--- src/rtl/stream_mux_rr_pkg.sv ---
// mux_pkg: mode encodings and the channel-index width helper shared by the stream mux files
package mux_pkg;

    localparam logic MODE_FIXED = 1'b0;
    localparam logic MODE_RR    = 1'b1;

    // A single channel still needs one index bit so ports never collapse to zero width
    function automatic int chan_w(input int n);
        return (n > 1) ? $clog2(n) : 1;
    endfunction

endpackage

--- src/rtl/stream_mux_rr_arbiter.sv ---
// rr_arbiter: combinational rotate-priority search starting just after the last-served channel
module rr_arbiter
    import mux_pkg::*;
#(
    parameter int N = 4,
    localparam int SELW = chan_w(N)
) (
    input  logic [N-1:0]    req,
    input  logic [SELW-1:0] ptr,
    output logic [SELW-1:0] grant,
    output logic            grant_valid
);

    logic [SELW-1:0] idx;

    // Walk the ring from farthest to nearest so the channel right after ptr wins last
    always_comb begin
        grant       = ptr;
        grant_valid = 1'b0;
        idx         = ptr;
        for (int k = N; k >= 1; k--) begin
            idx = SELW'((int'(ptr) + k) % N);
            if (req[idx]) begin
                grant       = idx;
                grant_valid = 1'b1;
            end
        end
    end

endmodule

--- src/rtl/stream_mux_rr.sv ---
// stream_mux_rr: N-channel valid/ready stream mux with fixed or round-robin select and a registered output
module stream_mux_rr
    import mux_pkg::*;
#(
    parameter int WIDTH = 2,
    parameter int N = 4,
    localparam int SELW = chan_w(N)
) (
    input  logic                 clk,
    input  logic                 rst,
    input  logic [N*WIDTH-1:0]   in_data,
    input  logic [N-1:0]         in_valid,
    output logic [N-1:0]         in_ready,
    input  logic                 mode,
    input  logic [SELW-1:0]      sel,
    output logic [WIDTH-1:0]     out_data,
    output logic [SELW-1:0]      out_chan,
    output logic                 out_valid,
    input  logic                 out_ready
);

    // Padding to the full index range lets an out-of-range sel read a harmless zero
    localparam int NP = 2 ** SELW;

    logic [NP-1:0]       valid_pad;
    logic [NP*WIDTH-1:0] data_pad;
    logic [SELW-1:0]     ptr_q, ptr_d, chan_q, chan_d, rr_grant, grant;
    logic [WIDTH-1:0]    data_q, data_d;
    logic                valid_q, valid_d, rr_gv, grant_valid, load_en;

    assign valid_pad = NP'(in_valid);
    assign data_pad  = (NP * WIDTH)'(in_data);
    assign out_data  = data_q;
    assign out_chan  = chan_q;
    assign out_valid = valid_q;

    rr_arbiter #(.N(N)) u_arb (
        .req         (in_valid),
        .ptr         (ptr_q),
        .grant       (rr_grant),
        .grant_valid (rr_gv)
    );

    // Pick this cycle's candidate from the active mode and offer ready only to it
    always_comb begin
        load_en     = !valid_q || out_ready;
        grant       = (mode == MODE_RR) ? rr_grant : sel;
        grant_valid = (mode == MODE_RR) ? rr_gv : ((32'(sel) < N) && valid_pad[sel]);
        in_ready    = (!rst && load_en && grant_valid) ? (N'(1) << grant) : '0;
    end

    // Load on a transfer, empty on a drain with nothing granted, otherwise hold
    always_comb begin
        data_d  = data_q;
        chan_d  = chan_q;
        valid_d = valid_q;
        ptr_d   = ptr_q;
        if (load_en) begin
            valid_d = grant_valid;
            if (grant_valid) begin
                data_d = data_pad[32'(grant) * WIDTH +: WIDTH];
                chan_d = grant;
                ptr_d  = grant;
            end
        end
    end

    // Output register and round-robin pointer; ptr resets to N-1 so the first search starts at 0
    always_ff @(posedge clk) begin
        if (rst) begin
            data_q  <= '0;
            chan_q  <= '0;
            valid_q <= 1'b0;
            ptr_q   <= SELW'(N - 1);
        end else begin
            data_q  <= data_d;
            chan_q  <= chan_d;
            valid_q <= valid_d;
            ptr_q   <= ptr_d;
        end
    end

endmodule
--- config.mk ---
export PLATFORM = sky130hd
export DESIGN_NAME = stream_mux_rr
export DESIGN_NICKNAME = d
export VERILOG_FILES = /design/src/rtl/stream_mux_rr_pkg.sv /design/src/rtl/stream_mux_rr_arbiter.sv /design/src/rtl/stream_mux_rr.sv
export SDC_FILE = /design/constraint.sdc
export NUM_CORES = 1
export LEC_CHECK = 0
export BUFFER_PORTS_ARGS = -buffer_cell sky130_fd_sc_hd__buf_2
export CORE_UTILIZATION = 35
export DETAILED_ROUTE_END_ITERATION = 10
export PLACE_DENSITY = 0.64
export SLEW_MARGIN = 25
export SYNTH_ARGS = -nofsm -noshare
export SYNTH_HDL_FRONTEND = slang
export SYNTH_SLANG_ARGS = --single-unit
export TNS_END_PERCENT = 30
--- constraint.sdc ---
create_clock -name clk -period 1.55 [get_ports clk]
set_input_delay 0 -clock clk [delete_from_list [all_inputs] [get_ports clk]]
set_output_delay 0 -clock clk [all_outputs]
set_load 0.01 [all_outputs]
==> flow_metrics.py <==
metrics = {
    "place": {
        "port_buffers": 26,
        "preCtsSetupSlack_ns": -0.0746,
        "gp_congestion": 0.806,
        "hpwl_um": 1220,
    },
    "logic_synthesis": {
        "synth_area_per_cell_um2": 7.85,
        "synth_seq_cells": 7,
        "synthArstFlopShare": 0,
        "synth.cell_area_um2": 581,
        "yosysUniqueCellTypes": 31,
        "syn-num-nets": 92,
        "ys_seq_area_frac": 0.241,
        "synth-edff-count": 0,
        "ys.flop_type": "dfxtp_1",
        "yosysWarnings": 0,
        "netlist_instances": 74,
    },
    "pwr": {
        "power_uw": 667,
        "p_per_area_mw_per_mm2": 767,
        "vdd_ir_drop_max_mv": 0.527,
        "power.static_leakage_uw": 0.000393,
    },
    "detailed_routing": {
        "ant_nets": 0,
        "drt-total-wl_um": 1650,
        "avgViaCountPerCell": 5.69,
        "drt_iter0_markers": 19,
        "wl_per_cell_um": 13.2,
        "vias": 711,
        "drt_pass1_iterations": 4,
        "drc": 0,
    },
    "sta": {
        "fin_crit_sh": 1.13,
        "setup_viol": 6,
        "tightest_slew_ns": 0.472,
        "fmax_mhz": 571,
        "layout_setup_ws_ns": -0.200,
        "slew_headroom": 0.684,
        "fin_crit_ns": 1.75,
        "clock_skew_ns": 0.00124,
        "hold_viol": 0,
        "rsz0062_at_grt": "true",
        "drv_slew": 0,
    },
    "run_status": {
        "violations": "negative setup slack",
        "status": "finished with violations",
    },
    "global_routing": {
        "grt_pass1_wl_um": 2660,
        "antenna_found_initial": 0,
        "track_usage": 0.189,
        "grt_max_degree": 11,
        "grt_pass1_vias": 657,
        "grt_overflow": 0,
    },
    "die": {
        "floorplan.rows": 14,
        "ioPinCount": 27,
        "fp.dieH_um": 42.7,
        "die_area_mm2": 0.00183,
        "core_area_mm2": 0.00152,
        "initial_core_util": 0.381,
        "die-width_um": 42.7,
    },
    "critical_path": {
        "endpoint_kind": "output pin",
        "critPathKind": "register to output pin",
        "crit_fanout": 2,
        "worstPathArrival_ns": 1.75,
        "cp.required_ns": 1.55,
        "critPathLaunchType": "register",
        "rr_worst_depth": 7,
    },
    "run": {
        "drv_cap": 0,
    },
    "clock_tree": {
        "path_clk_slew_ns": 0.05,
        "cts_max_level": 1,
        "clkLatencyLatePin_ns": 0.25,
        "tritoncts": "done",
        "cts-root-buf": "clkbuf_4",
        "numCtsBuffers": 3,
        "cts_hold_buf": 0,
        "cts_sinks": 7,
        "clock_path_buffers": 2,
    },
    "hold_path": {
        "hold_class": "input pin to register",
        "holdPathStages": 2,
    },
    "finish": {
        "area_growth_pct": 49.8,
        "diodes": 0,
        "drive_above_1_share": 0.505,
        "fillers": 150,
        "final_nets": 128,
    },
}
==> layout make-up <==
class	count	area (um2)	area share
clock buffers	4	26.3	0.0302
multi-input cells	66	499	0.574
flip-flops and latches	7	145	0.167
well taps	16	20.0	0.0230
repair buffers	32	179	0.206
==> per-stage QoR <==
| stage | area (um2) | cells | hold WS, ns | util | TNS (ns) |
|---|---|---|---|---|---|
| floorplan | 581 | 74 | 0.221 | - | 0 |
| global placement | 749 | 118 | 0.279 | 0.492 | -0.150 |
| detailed placement | 749 | 118 | 0.282 | 0.492 | -0.258 |
| CTS | 801 | 124 | 0.0107 | 0.525 | -0.969 |
| global route | 870 | 125 | 0.0339 | 0.571 | -1.40 |
| finish | 870 | 125 | 0.0240 | 0.571 | -0.930 |
==> critical path, cell delays in order, from the launching register on <==
cell and delay [ns]:
dfxtp_4 0.34, or3_4 0.33, a41o_1 0.24, or3_4 0.37, nor2_1 0.09, buf_2 0.13
==> placed cells by master (no fill, tap or decap), drive strengths merged, types with 2 or more instances in the layout <==
cell type	count
nor2b	2
clkbuf	4
nor3	5
a211o	5
nand4	4
mux2i	2
or3	4
nor2	13
a31oi	2
o21bai	2
dfxtp	7
a211oi	2
nand2	4
o21ai	2
a21oi	2
buf	32
o31ai	4
nand2b	2
==> sequential cells by signal, summed over array words and instances, names as in the netlist <==
register,cells
out_valid,1
out_chan,2
ptr_q,2
out_data,2
==> power by group <==
| part | leakage [uW] | internal [uW] | switching [uW] | total, uW |
|---|---|---|---|---|
| registers | 0.0000579 | 203 | 12.9 | 216 |
| clock network | 0.0000150 | 98.2 | 66.9 | 165 |
| logic | 0.000320 | 134 | 152 | 286 |
| total | 0.000393 | 435 | 232 | 667 |
==> cell usage after synthesis, types with 2 or more instances <==
cell type,n,area [um2]
mux2i_1,2,20.0
nand2b_1,2,12.5
o31ai_1,4,30.0
o21bai_1,2,15.0
nor2_1,13,48.8
a211o_1,5,43.8
or3_1,4,25.0
a31oi_1,2,12.5
dfxtp_1,7,140
nor2b_1,2,12.5
nor3_1,4,20.0
nand2_1,4,15.0
nand4_1,4,25.0
a21oi_1,2,10.0
==> metal layers <==
| layer | part of all wire | vias up | wire, um | GRT usage |
|---|---|---|---|---|
| met1 | 0.49 | 327 | 805 | 0.259 |
| li1 | - | 362 | - | - |
| met3 | 0.046 | 2 | 75 | 0.0128 |
| met5 | 0 | - | 0 | 0 |
| met2 | 0.46 | 20 | 752 | 0.282 |
| met4 | 0.0091 | 0 | 15 | 0.125 |
==> final timing paths <==
| path | start | end | slack, ns |
|---|---|---|---|
| worst min register to register | out_data[1]$_SDFFE_PP0P_ | out_data[1]$_SDFFE_PP0P_ | 0.48 |
| worst max-delay path | ptr_q[1]$_SDFFE_PP1P_ | in_ready[1] | -0.20 |
| worst max register to register | ptr_q[1]$_SDFFE_PP1P_ | out_data[0]$_SDFFE_PP0P_ | -0.15 |
| worst min-delay path | rst | out_chan[0]$_SDFFE_PP0P_ | 0.02 |
==> kinds of logic after synthesis <==
kind of cell / Yosys count / synth area share
buf+inv: 1 / 0.00646
simple gates: 39 / 0.369
mux: 2 / 0.0345
compound gates: 25 / 0.349
flops: 7 / 0.241
==> what timing repair did <==
item	in CTS	in global routing
gates resized for setup	4	14
setup buffers	2	2
pin swaps	4	13
setup endpoints to repair	6	8
Note: power is estimated with default switching activity, not from simulation.
